[config.mk]
export PLATFORM = sky130hd
export DESIGN_NAME = retire_multi
export DESIGN_NICKNAME = d
export VERILOG_FILES = /design/src/rtl/retire_multi.sv
export SDC_FILE = /design/constraint.sdc
export NUM_CORES = 1
export LEC_CHECK = 0
export CAP_MARGIN = 20
export CORE_UTILIZATION = 44
export DETAILED_ROUTE_END_ITERATION = 7
export PLACE_DENSITY = 0.85
export SYNTH_ARGS = -nofsm -noshare
export SYNTH_HDL_FRONTEND = slang
export SYNTH_SLANG_ARGS = --single-unit
[constraint.sdc]
create_clock -name clock -period 8.2 [get_ports clock]
set_input_delay 1.23 -clock clock [delete_from_list [all_inputs] [get_ports clock]]
set_output_delay 1.23 -clock clock [all_outputs]
set_load 0.005 [all_outputs]
[src/rtl/retire_multi.sv]
// retire_multi: N-wide in-order retire stage that owns the ROB head pointer.
// Each cycle it commits the longest head-contiguous prefix of completed slots.
// It writes their results to the regfile and serialises stores through a
// request/ack handshake. Halt and illegal instructions stop it until reset, and
// a mispredicted branch produces a flush pulse.
// Optional feature macro: RETIRE_PERF_CNT_EN adds saturating performance
// counters (perf_retired, perf_stall_cycles).
module retire_multi #(
  parameter int RETIRE_WIDTH = 2,
  parameter int ROB_SZ       = 32,
  parameter int XLEN         = 32,
  localparam int IDX_W = $clog2(ROB_SZ),
  localparam int CNT_W = $clog2(RETIRE_WIDTH + 1)
) (
  input  logic                      clock,
  input  logic                      reset_n,
  input  logic [RETIRE_WIDTH-1:0]   slot_valid,
  input  logic [RETIRE_WIDTH-1:0]   slot_done,
  input  logic [RETIRE_WIDTH*IDX_W-1:0] slot_rob_idx,
  input  logic [RETIRE_WIDTH*5-1:0] slot_dest_idx,
  input  logic [RETIRE_WIDTH*XLEN-1:0] slot_result,
  input  logic [RETIRE_WIDTH*XLEN-1:0] slot_NPC,
  input  logic [RETIRE_WIDTH-1:0]   slot_halt,
  input  logic [RETIRE_WIDTH-1:0]   slot_illegal,
  input  logic [RETIRE_WIDTH-1:0]   slot_store,
  input  logic [RETIRE_WIDTH-1:0]   slot_mispred,
  input  logic                      store_ack,
  output logic [IDX_W-1:0]          rob_head,
  output logic [CNT_W-1:0]          commit_count,
  output logic [RETIRE_WIDTH-1:0]   rf_wr_en,
  output logic [RETIRE_WIDTH*5-1:0] rf_wr_idx,
  output logic [RETIRE_WIDTH*XLEN-1:0] rf_wr_data,
  output logic                      store_req,
  output logic [IDX_W-1:0]          store_rob_idx,
  output logic                      flush,
  output logic [XLEN-1:0]           commit_NPC,
  output logic [3:0]                completed_insts,
  output logic [1:0]                error_status
`ifdef RETIRE_PERF_CNT_EN
  ,
  output logic [63:0]               perf_retired,
  output logic [63:0]               perf_stall_cycles
`endif
);

  localparam logic [1:0] NO_ERROR      = 2'd0;
  localparam logic [1:0] HALTED_ON_WFI = 2'd1;
  localparam logic [1:0] ILLEGAL_INST  = 2'd2;

  typedef enum logic [1:0] {RUN = 2'd0, STORE_WAIT = 2'd1, HALTED = 2'd2} state_t;

  state_t                     state_q, state_d;
  logic [IDX_W-1:0]           head_q, head_d;
  logic [CNT_W-1:0]           cnt_q, cnt_d;
  logic [RETIRE_WIDTH-1:0]    rf_wr_en_q, rf_wr_en_d;
  logic [RETIRE_WIDTH*5-1:0]  rf_wr_idx_q, rf_wr_idx_d;
  logic [RETIRE_WIDTH*XLEN-1:0] rf_wr_data_q, rf_wr_data_d;
  logic                       store_req_q, store_req_d;
  logic [IDX_W-1:0]           store_rob_idx_q, store_rob_idx_d;
  logic [XLEN-1:0]            store_npc_q, store_npc_d;
  logic                       flush_q, flush_d;
  logic [XLEN-1:0]            commit_npc_q, commit_npc_d;
  logic [1:0]                 error_q, error_d;
  logic                       go;

  // Retire decision: walk the slots from the head, stopping at the first
  // ineligible slot or at the first store/halt/illegal/mispredict.
  always_comb begin
    state_d         = state_q;
    head_d          = head_q;
    cnt_d           = '0;
    rf_wr_en_d      = '0;
    rf_wr_idx_d     = '0;
    rf_wr_data_d    = '0;
    store_req_d     = 1'b0;
    store_rob_idx_d = store_rob_idx_q;
    store_npc_d     = store_npc_q;
    flush_d         = 1'b0;
    commit_npc_d    = '0;
    error_d         = error_q;
    go              = 1'b1;
    case (state_q)
      RUN: begin
        for (int i = 0; i < RETIRE_WIDTH; i++) begin
          if (go) begin
            if (slot_valid[i] && slot_done[i] &&
                slot_rob_idx[i*IDX_W +: IDX_W] == head_q + IDX_W'(i)) begin
              if (slot_store[i]) begin
                // Stores only leave from slot 0, and only after the ack.
                go = 1'b0;
                if (i == 0) begin
                  store_req_d     = 1'b1;
                  store_rob_idx_d = head_q;
                  store_npc_d     = slot_NPC[0 +: XLEN];
                  state_d         = STORE_WAIT;
                end
              end else begin
                cnt_d        = CNT_W'(i + 1);
                commit_npc_d = slot_NPC[i*XLEN +: XLEN];
                if (!slot_illegal[i] && slot_dest_idx[i*5 +: 5] != 5'd0) begin
                  rf_wr_en_d[i]                = 1'b1;
                  rf_wr_idx_d[i*5 +: 5]        = slot_dest_idx[i*5 +: 5];
                  rf_wr_data_d[i*XLEN +: XLEN] = slot_result[i*XLEN +: XLEN];
                end
                if (slot_illegal[i]) begin
                  go      = 1'b0;
                  state_d = HALTED;
                  error_d = ILLEGAL_INST;
                end else if (slot_halt[i]) begin
                  go      = 1'b0;
                  state_d = HALTED;
                  error_d = HALTED_ON_WFI;
                end
                if (slot_mispred[i]) begin
                  go      = 1'b0;
                  flush_d = 1'b1;
                end
              end
            end else begin
              go = 1'b0;
            end
          end
        end
        head_d = head_q + IDX_W'(cnt_d);
      end
      STORE_WAIT: begin
        store_req_d = 1'b1;
        if (store_ack) begin
          store_req_d  = 1'b0;
          cnt_d        = CNT_W'(1);
          head_d       = head_q + IDX_W'(1);
          commit_npc_d = store_npc_q;
          state_d      = RUN;
        end
      end
      default: ;
    endcase
  end

  // State and registered outputs; every output is cleared by reset.
  always_ff @(posedge clock or negedge reset_n) begin
    if (!reset_n) begin
      state_q         <= RUN;
      head_q          <= '0;
      cnt_q           <= '0;
      rf_wr_en_q      <= '0;
      rf_wr_idx_q     <= '0;
      rf_wr_data_q    <= '0;
      store_req_q     <= 1'b0;
      store_rob_idx_q <= '0;
      store_npc_q     <= '0;
      flush_q         <= 1'b0;
      commit_npc_q    <= '0;
      error_q         <= NO_ERROR;
    end else begin
      state_q         <= state_d;
      head_q          <= head_d;
      cnt_q           <= cnt_d;
      rf_wr_en_q      <= rf_wr_en_d;
      rf_wr_idx_q     <= rf_wr_idx_d;
      rf_wr_data_q    <= rf_wr_data_d;
      store_req_q     <= store_req_d;
      store_rob_idx_q <= store_rob_idx_d;
      store_npc_q     <= store_npc_d;
      flush_q         <= flush_d;
      commit_npc_q    <= commit_npc_d;
      error_q         <= error_d;
    end
  end

  assign rob_head        = head_q;
  assign commit_count    = cnt_q;
  assign rf_wr_en        = rf_wr_en_q;
  assign rf_wr_idx       = rf_wr_idx_q;
  assign rf_wr_data      = rf_wr_data_q;
  assign store_req       = store_req_q;
  assign store_rob_idx   = store_rob_idx_q;
  assign flush           = flush_q;
  assign commit_NPC      = commit_npc_q;
  assign completed_insts = 4'(cnt_q);
  assign error_status    = error_q;

`ifdef RETIRE_PERF_CNT_EN
  logic [63:0] perf_retired_q, perf_retired_d;
  logic [63:0] perf_stall_q, perf_stall_d;
  logic        stall;

  function automatic logic [63:0] sat_add64(input logic [63:0] a, input logic [63:0] b);
    logic [64:0] sum;
    sum = {1'b0, a} + {1'b0, b};
    return sum[64] ? {64{1'b1}} : sum[63:0];
  endfunction

  // Saturating counters of retired entries and stall cycles.
  always_comb begin
    stall = (state_q == STORE_WAIT) ||
            (state_q == RUN && slot_valid[0] && cnt_d == '0);
    perf_retired_d = sat_add64(perf_retired_q, 64'(cnt_d));
    perf_stall_d   = sat_add64(perf_stall_q, {63'd0, stall});
  end

  // Performance counter registers.
  always_ff @(posedge clock or negedge reset_n) begin
    if (!reset_n) begin
      perf_retired_q <= '0;
      perf_stall_q   <= '0;
    end else begin
      perf_retired_q <= perf_retired_d;
      perf_stall_q   <= perf_stall_d;
    end
  end

  assign perf_retired      = perf_retired_q;
  assign perf_stall_cycles = perf_stall_q;
`endif

endmodule

==> impl_metrics.env, run 1 <==
export IMPL_grt_max_degree=81
export IMPL_swShare_pct=23.3
export IMPL_dpl_hpwl_mm=11.5
export IMPL_area_delta_synth_final_pct=58.9
export IMPL_combPwrFrac_pct=13.2
export IMPL_placed_area_um2=9210
export IMPL_synthFlopType="dfrtp_1"
export IMPL_period_share_pct=52.7
export IMPL_p_per_area_nw_per_um2=193
export IMPL_holdWs_ns=0.480
export IMPL_drcViolationCount=0
export IMPL_worstPathArrival_ns=4.62
export IMPL_grt_pass1_wl_mm=25.3
export IMPL_status="finished clean"
export IMPL_die_h_um=121
export IMPL_synthArstFlopShare_pct=100
export IMPL_ir_drop_mv=0.117
export IMPL_setup_viol=0
export IMPL_dp_cells=924
export IMPL_postSynthAreaPerCell_um2=12.7
export IMPL_cts_buffers=17
export IMPL_clock_root_buffer="clkbuf_16"
export IMPL_p_leak_nw=4.39
export IMPL_first_pass_iters=4
export IMPL_grtUsageTotal_pct=23.3
export IMPL_power_mw=1.90
export IMPL_io_buffers=288
export IMPL_netlist_area_leader_share_pct=64.0
export IMPL_htree_levels=4
export IMPL_synthDistinctLibCells=40
export IMPL_final_hold_viol_count=0
export IMPL_layout_cells_non_filler=958
export IMPL_cts_buffer_depth=2
export IMPL_gp_congestion=0.786
export IMPL_syn_area_um2=6180
export IMPL_nets=935
export IMPL_post_cts_resize_count=0
export IMPL_min_path_type="reg2reg"
export IMPL_synth_area_top_cells="dfrtp_1 (64%), and2_1 (7.5%), mux2_1 (6.7%)"
export IMPL_die_area_um2=14500
export IMPL_rsz0062_at_grt="no"
export IMPL_synth_top_cell_by_area="dfrtp_1"
export IMPL_p_sw_uw=442
export IMPL_synth_seq_area_share_pct=64.0
export IMPL_internal_power_mw=1.46
export IMPL_core_area_um2=13500
export IMPL_wl_per_cell_um=16.7
export IMPL_maxCapViolCount=0
export IMPL_io_pins=291
export IMPL_cts_sinks=158
export IMPL_avgViaCountPerCell=4.81
export IMPL_drive_gt1_share_pct=5.76
export IMPL_finalCriticalPeriod_ns=4.32
export IMPL_cts_tree="done"
export IMPL_worstSetupStartpointType="input pin"
export IMPL_yosysWarningCount=0
export IMPL_slew_viol_final=0
export IMPL_final_area_um2=9820
export IMPL_die_width_um=121
export IMPL_synth_edf_count=0
export IMPL_max_slew_margin_pct=36.0
export IMPL_fin_setup_tns_ns=0
export IMPL_grt_pass1_vias=4960
export IMPL_ys_ff_latch=158
export IMPL_clock_power_share_pct=40.6
export IMPL_grt_antenna_before_repair=0
export IMPL_finClkSkew_ns=0.00647
export IMPL_max_slew_worst_pin_slew_ns=0.959
export IMPL_end_kind="register"
export IMPL_grt_ovfl_total=0
export IMPL_drtIter0Drc=290
export IMPL_cts_hold_buf=0
export IMPL_totalWireLength_mm=16.0
export IMPL_start_util_pct=45.9
export IMPL_cp_required_ns=8.50
export IMPL_crit_path_max_fanout=40
export IMPL_drtAntennaViolNets=0
export IMPL_max_freq_mhz=231
export IMPL_cts_clk_slew_worst_paths_ns=0.06
export IMPL_clk_latency_ns=0.42
export IMPL_via_count=4607
export IMPL_rows=42
export IMPL_synthesis_instances=485
export IMPL_nFillCells=939
export IMPL_worstSetupPathType="in2reg"
export IMPL_power_frac_seq_pct=46.2
export IMPL_post_cts_buffers=0
[per-layer routing]
metal,track usage (%),share of wire [%]
met1,26.9,39
met2,39.5,50
met3,7.69,9.2
met4,10.1,2.4
met5,0,0
[cell families (layout without fill, tap and decap cells)]
group           after synthesis  count (layout)  share of synthesized area, %
fa+ha+maj                     4               4                         0.932
buf+inv                      36             331                          2.79
compound gates               52              52                          4.84
mux                          69              69                          11.9
flops                       158             158                          64.0
other cells                   1               3                        0.0607
xor+xnor                     13              13                          1.84
simple gates                152             152                          13.6
[critical path: stages]
cell and delay [ns]:
clkdlybuf4s50_1 0.44, nor4bb_1 0.58, nand4_1 0.28, a311oi_4 0.30, buf_4 0.55, nor2_1 0.12, ha_1 0.24, fa_1 0.47
nor2_1 0.11, a31oi_1 0.06, o22a_1 0.22
[per-stage QoR]
stage | setup slack [ns] | utilization, %
after floorplan | 4.44 | -
after global placement | 3.55 | 68.4
after detailed placement | 3.49 | 68.4
after CTS | 3.94 | 72.8
after global routing | 3.72 | 72.9
final | 3.88 | 73.0
[sequential cells by signal, indices dropped and copies added, names as in the netlist, 2 cells and up]
signal / count
rf_wr_en: 2
rob_head: 5
error_status: 2
commit_NPC: 32
rf_wr_idx: 10
rf_wr_data: 64
state_q: 2
store_npc_q: 32
store_rob_idx: 5
commit_count: 2
[path summary, 6_finish.rpt]
path | from | endpoint | slack (ns) | cells after the start
worst max-delay path | slot_valid[1] | rob_head[1] | 3.88 | 11
worst min-delay path | store_npc_q[30] | commit_NPC[30] | 0.48 | 2
worst max register to register | rob_head[1] | rob_head[1] | 4.49 | 11
worst min register to register | store_npc_q[30] | commit_NPC[30] | 0.48 | 2
max in group asynchronous | reset_n | rf_wr_data[52] | 5.94 | 2
min in group asynchronous | reset_n | commit_NPC[18] | 0.83 | 1
[cells in the final DEF, fill, tap and decap left out, types with 5 or more instances in the layout]
cell type | netlist | layout
clkdlybuf4s50_1 | 0 | 287
a21oi_1 | 7 | 7
nor2_1 | 14 | 13
nand2_1 | 36 | 36
clkbuf_16 | 0 | 17
clkinv_2 | 0 | 5
nand2b_1 | 5 | 5
xnor2_1 | 5 | 5
mux2_1 | 37 | 37
xor2_1 | 8 | 8
and2_1 | 74 | 74
o21ai_1 | 34 | 34
dfrtp_1 | 158 | 158
buf_4 | 6 | 5
mux2i_1 | 32 | 32
[area by class of cell]
| cell class | instances | area [um^2] | share of cell area [%] |
|---|---|---|---|
| Sequential cell | 158 | 3950 | 40.3 |
| Timing Repair Buffer | 294 | 2940 | 30.0 |
| Multi-Input combinational cell | 292 | 2090 | 21.3 |
| Clock buffer | 21 | 470 | 4.79 |
| Tap cell | 176 | 220 | 2.24 |
| Clock inverter | 11 | 115 | 1.17 |
| Inverter | 5 | 18.8 | 0.191 |
| Antenna cell | 1 | 2.50 | 0.0255 |
[power by group through the flow]
stage                     Sequential (mW)  Combinational (mW)  Clock, mW
final                               0.876               0.251      0.771
after global placement              0.887               0.243          0
after floorplan                     0.875               0.101          0
after detailed placement            0.889               0.252          0
after CTS                           0.876               0.255      0.789
after global routing                0.884               0.276      0.823
[synthesized netlist by cell type (all sizes together), types with 7 or more instances]
master and number:
mux2i 32, a21oi 7, clkbuf 18, dfrtp 158
nor2 14, xor2 8, o21ai 35, nand2 36
mux2 37, buf 13, and2 74
No activity file was read; power rests on OpenSTA's default activity.
==> run 2: changes to the inputs <==
Settings changed: CORE_UTILIZATION 44 to 41, PLACE_DENSITY 0.85 to 0.8.
Clock period 8.2 ns to 4.2 ns, I/O delays scaled along.
==> impl_metrics.env, run 2 (synthesis gave the netlist of run 1 again) <==
export IMPL_status="finished, violations left"
export IMPL_violations="DRC"
export IMPL_clk_latency_ns=0.42
export IMPL_worstSetupPathType="reg2reg"
export IMPL_io_buffers=288
export IMPL_avgViaCountPerCell=4.86
export IMPL_finClkSkew_ns=0.00645
export IMPL_p_per_area_nw_per_um2=366
export IMPL_cts_clk_slew_worst_paths_ns=0.06
export IMPL_clock_root_buffer="clkbuf_16"
export IMPL_grt_max_degree=90
export IMPL_post_cts_resize_count=0
export IMPL_cts_buffer_depth=2
export IMPL_die_h_um=125
export IMPL_htree_levels=4
export IMPL_ir_drop_mv=0.249
export IMPL_die_width_um=125
export IMPL_period_share_pct=74.1
export IMPL_power_mw=3.59
export IMPL_slew_viol_final=0
export IMPL_crit_path_max_fanout=8
export IMPL_nets=937
export IMPL_finalCriticalPeriod_ns=3.11
export IMPL_diodes=0
export IMPL_first_pass_iters=7
export IMPL_cp_required_ns=4.50
export IMPL_fin_setup_tns_ns=0
export IMPL_totalWireLength_mm=16.2
export IMPL_p_leak_nw=4.36
export IMPL_post_cts_buffers=0
export IMPL_final_common_cell="clkdlybuf4s50_1"
export IMPL_grt_ovfl_total=0
export IMPL_core_area_um2=14600
export IMPL_wl_per_cell_um=16.8
export IMPL_die_area_um2=15600
export IMPL_grt_antenna_before_repair=0
export IMPL_dpl_hpwl_mm=12.2
export IMPL_rows=44
export IMPL_via_count=4695
export IMPL_grtUsageTotal_pct=21.9
export IMPL_max_slew_worst_pin_slew_ns=0.822
export IMPL_grt_pass1_wl_mm=25.8
export IMPL_grt_pass1_vias=4984
export IMPL_rsz0062_at_grt="no"
export IMPL_met3_wirelength_mm=1.62
export IMPL_final_hold_viol_count=0
export IMPL_cts_sinks=158
export IMPL_drcViolationCount=42
export IMPL_min_path_type="in2async"
export IMPL_max_slew_margin_pct=45.2
export IMPL_gp_congestion=0.806
export IMPL_worstPathArrival_ns=3.41
export IMPL_wl_met1_mm=6.08
export IMPL_drtIter0Drc=235
export IMPL_nFillCells=1100
export IMPL_io_pins=291
export IMPL_route_met2_wl_mm=8.25
export IMPL_max_freq_mhz=321
export IMPL_top_layer_used="met4"
export IMPL_setup_viol=0
export IMPL_drive_gt1_share_pct=5.87
export IMPL_area_delta_synth_final_pct=58.5
export IMPL_drtAntennaViolNets=0
export IMPL_final_cell_mix="clkdlybuf4s50_1 (287), dfrtp_1 (158), and2_1 (74), mux2_1 (37), nand2_1 (36)"
export IMPL_largest_reg_flops=64
export IMPL_worstSetupStartpointType="register"
export IMPL_cts_tree="done"
export IMPL_cts_hold_buf=0
export IMPL_cts_buffers=17
export IMPL_start_util_pct=42.2
export IMPL_maxCapViolCount=0
export IMPL_end_kind="register"
==> run 2: cell type report <==
class                   instances  area [um^2]  area share [%]
flip-flops and latches        158         3950            40.4
repair buffers                296         2960            30.2
multi-input cells             292         2090            21.4
clock buffers                  22          474            4.84
well taps                     184          230            2.35
clock inverters                10         65.1           0.664
inverters                       5         18.8           0.192
==> run 2: power by group <==
| part | switching, mW | internal [mW] | total [mW] | leakage, nW |
|---|---|---|---|---|
| combinational | 0.190 | 0.306 | 0.496 | 1.93 |
| clock | 0.591 | 0.797 | 1.39 | 0.250 |
| sequential | 0.0828 | 1.62 | 1.70 | 2.18 |
| total | 0.864 | 2.73 | 3.59 | 4.36 |
==> run 2: final timing paths <==
check                      slack, ns  cells after the start               to       startpoint
min reg2reg                     0.48                      2   commit_NPC[27]  store_npc_q[27]
min                             0.26                      1  store_npc_q[17]          reset_n
max in group asynchronous       3.00                      2       state_q[1]          reset_n
min in group clock              0.48                      2   commit_NPC[27]  store_npc_q[27]
max reg2reg                     1.09                     10      rob_head[1]      rob_head[1]
max                             1.09                     10      rob_head[1]      rob_head[1]
==> run 2: routing by layer <==
metal / global-route usage, % / vias up
li1: - / 2188
met4: 7.12 / 0
met1: 23.6 / 2275
met2: 38.3 / 208
met5: 0 / -
met3: 9.66 / 24
==> run 2: per-stage QoR <==
step                      setup WS, ns  hold slack [ns]  instances  area (um^2)  util [%]
after global placement           0.797            0.460        935         9250      63.2
final                             1.09            0.261        967         9790      66.9
after detailed placement         0.765            0.467        935         9250      63.2
after floorplan                  0.963            0.334        486         6180         -
after global routing             0.954            0.338        967         9790      66.9
after CTS                         1.07            0.311        967         9790      66.9
==> run 2: worst max-delay path, cell delays in order, from the launching register on <==
cell and delay (ns):
dfrtp_1 0.53, ha_1 0.29, or3b_1 0.36, a211o_1 0.34
a311oi_4 0.37, nor2_1 0.10, ha_1 0.22, fa_1 0.45
nor2_1 0.09, a31oi_1 0.05, o22a_1 0.21
==> run 3: changes to the inputs <==
Settings changed: CORE_UTILIZATION 41 to 37, PLACE_DENSITY 0.8 to 0.76.
Clock period 4.2 ns to 2.7 ns, I/O delays scaled along.
==> impl_metrics.env, run 3 (synthesis gave the netlist of run 1 again) <==
export IMPL_status="finished, violations left"
export IMPL_violations="setup timing"
export IMPL_htree_levels=4
export IMPL_finalCriticalPeriod_ns=2.79
export IMPL_worstSetupStartpointType="register"
export IMPL_fin_util_pct=63.4
export IMPL_cts_sinks=158
export IMPL_worstSetupPathType="reg2reg"
export IMPL_grt_pass1_vias=5282
export IMPL_crit_path_max_fanout=4
export IMPL_placed_area_um2=9520
export IMPL_dp_slack_ns=-0.514
export IMPL_critPathMaxStageDelay_ns=0.43
export IMPL_final_common_cell="clkdlybuf4s50_1"
export IMPL_drive_gt1_share_pct=10.2
export IMPL_dp_cells=987
export IMPL_first_pass_iters=4
export IMPL_worstPathArrival_ns=3.09
export IMPL_p_leak_nw=4.55
export IMPL_die_width_um=131
export IMPL_via_count=4824
export IMPL_gp_congestion=0.876
export IMPL_layout_cells_non_filler=1023
export IMPL_slew_viol_final=0
export IMPL_final_cell_mix="clkdlybuf4s50_1 (287), dfrtp_1 (156), and2_1 (74), mux2_1 (37), nand2_1 (36)"
export IMPL_io_buffers=288
export IMPL_grt_max_degree=65
export IMPL_worstPathCellList="ha_4 -> or3b_1 -> a211o_1 -> a311oi_4 -> nor2_2 -> ha_2 -> fa_1 -> nor2_1 -> a31oi_1 -> o22a_1"
export IMPL_grtUsageTotal_pct=20.7
export IMPL_cp_required_ns=3.00
export IMPL_drtIter0Drc=184
export IMPL_cts_tree="done"
export IMPL_die_h_um=131
export IMPL_cp_slowest_cell="fa_1"
export IMPL_rows=46
export IMPL_largest_reg_flops=64
export IMPL_rsz0062_at_grt="yes"
export IMPL_clk_latency_ns=0.42
export IMPL_io_pins=291
export IMPL_setup_viol=2
export IMPL_holdWs_ns=0.479
export IMPL_power_mw=6.03
export IMPL_end_kind="register"
export IMPL_area_delta_synth_final_pct=65.3
export IMPL_grt_ovfl_total=0
export IMPL_max_freq_mhz=358
export IMPL_cts_clk_slew_worst_paths_ns=0.06
export IMPL_max_slew_margin_pct=64.9
export IMPL_min_path_type="reg2reg"
export IMPL_period_share_pct=103
export IMPL_p_per_area_nw_per_um2=590
export IMPL_core_area_um2=16100
export IMPL_start_util_pct=38.3
export IMPL_cts_buffer_depth=2
export IMPL_finClkSkew_ns=0.00907
export IMPL_nets=961
export IMPL_dpl_hpwl_mm=12.7
export IMPL_die_area_um2=17200
export IMPL_wl_per_cell_um=16.6
export IMPL_drcViolationCount=0
export IMPL_clock_root_buffer="clkbuf_16"
export IMPL_setup_ws_ns=-0.0904
export IMPL_grt_antenna_before_repair=0
export IMPL_r2r_setup_slack_ns=-0.09
export IMPL_final_hold_viol_count=0
export IMPL_maxCapViolCount=0
export IMPL_ir_drop_mv=0.401
export IMPL_nFillCells=1231
export IMPL_cts_buffers=17
export IMPL_totalWireLength_mm=16.9
export IMPL_drtAntennaViolNets=0
export IMPL_final_area_um2=10200
export IMPL_grt_pass1_wl_mm=27.4
export IMPL_max_slew_worst_pin_slew_ns=0.527
export IMPL_fin_setup_tns_ns=-0.102
export IMPL_avgViaCountPerCell=4.72
run 3: changes by cell type in the layout (fill, tap and decap cells not counted), moves of 2 or more:
cell,delta
buf_4,+17
clkinvlp_4,-5
nor2_2,+2
bufinv_16,+3
dfrtp_1,-2
nor2_1,-3
ha_4,+2
a21oi_2,+2
ha_1,-3
a21oi_1,-2
clkinv_4,+3
buf_12,+5
dfrtp_2,+2
run 3: worst paths after layout:
kind / startpoint / to / cells after the start
worst min-delay path: store_npc_q[23] / commit_NPC[23] / 2
worst max register to register: rob_head[0] / rob_head[1] / 10
min in group asynchronous: reset_n / store_npc_q[19] / 2
worst min register to register: store_npc_q[23] / commit_NPC[23] / 2
max in group asynchronous: reset_n / commit_NPC[31] / 3
worst max-delay path: rob_head[0] / rob_head[1] / 10
run 3: critical path: cells and delay by family (launching register included):
| kind | cells | cell delay [ns] |
|---|---|---|
| DFF | 1 | 0.40 |
| and+or+nand+nor | 3 | 0.52 |
| adders and majority gates | 3 | 0.78 |
| AOI/OAI and AO/OA | 4 | 0.96 |
run 3: final cells by class:
cell class,instances,area (um^2),share of cell area [%]
clock inverters,10,139,1.36
diodes,1,2.50,0.0245
repair buffers,320,3210,31.4
multi-input cells,292,2160,21.2
well taps,216,270,2.65
inverters,5,18.8,0.184
clock buffers,21,460,4.51
flip-flops and latches,158,3960,38.7
run 3: repair_timing:
| action | CTS | global route |
|---|---|---|
| hold endpoints to repair | 51 | 0 |
| gates cloned | 0 | 0 |
| hold buffers | 1 | 0 |
| pin swaps | 8 | 6 |
| resized for setup | 9 | 1 |
| endpoints found under the setup margin | 5 | 41 |
| buffers inserted | 3 | 1 |
run 3: metal layers:
layer | vias up | GRT usage [%] | part of all wire, %
met4 | 0 | 7.65 | 1.6
met5 | - | 0 | 0
met3 | 25 | 6.56 | 7.5
met2 | 213 | 35.9 | 50
met1 | 2351 | 23.9 | 41
li1 | 2235 | - | -
run 3: where the power goes:
| part | leakage (nW) | switching (mW) | total, mW | internal, mW |
|---|---|---|---|---|
| registers | 2.18 | 0.0934 | 2.62 | 2.53 |
| logic | 2.07 | 0.394 | 0.984 | 0.590 |
| clock network | 0.293 | 0.929 | 2.43 | 1.50 |
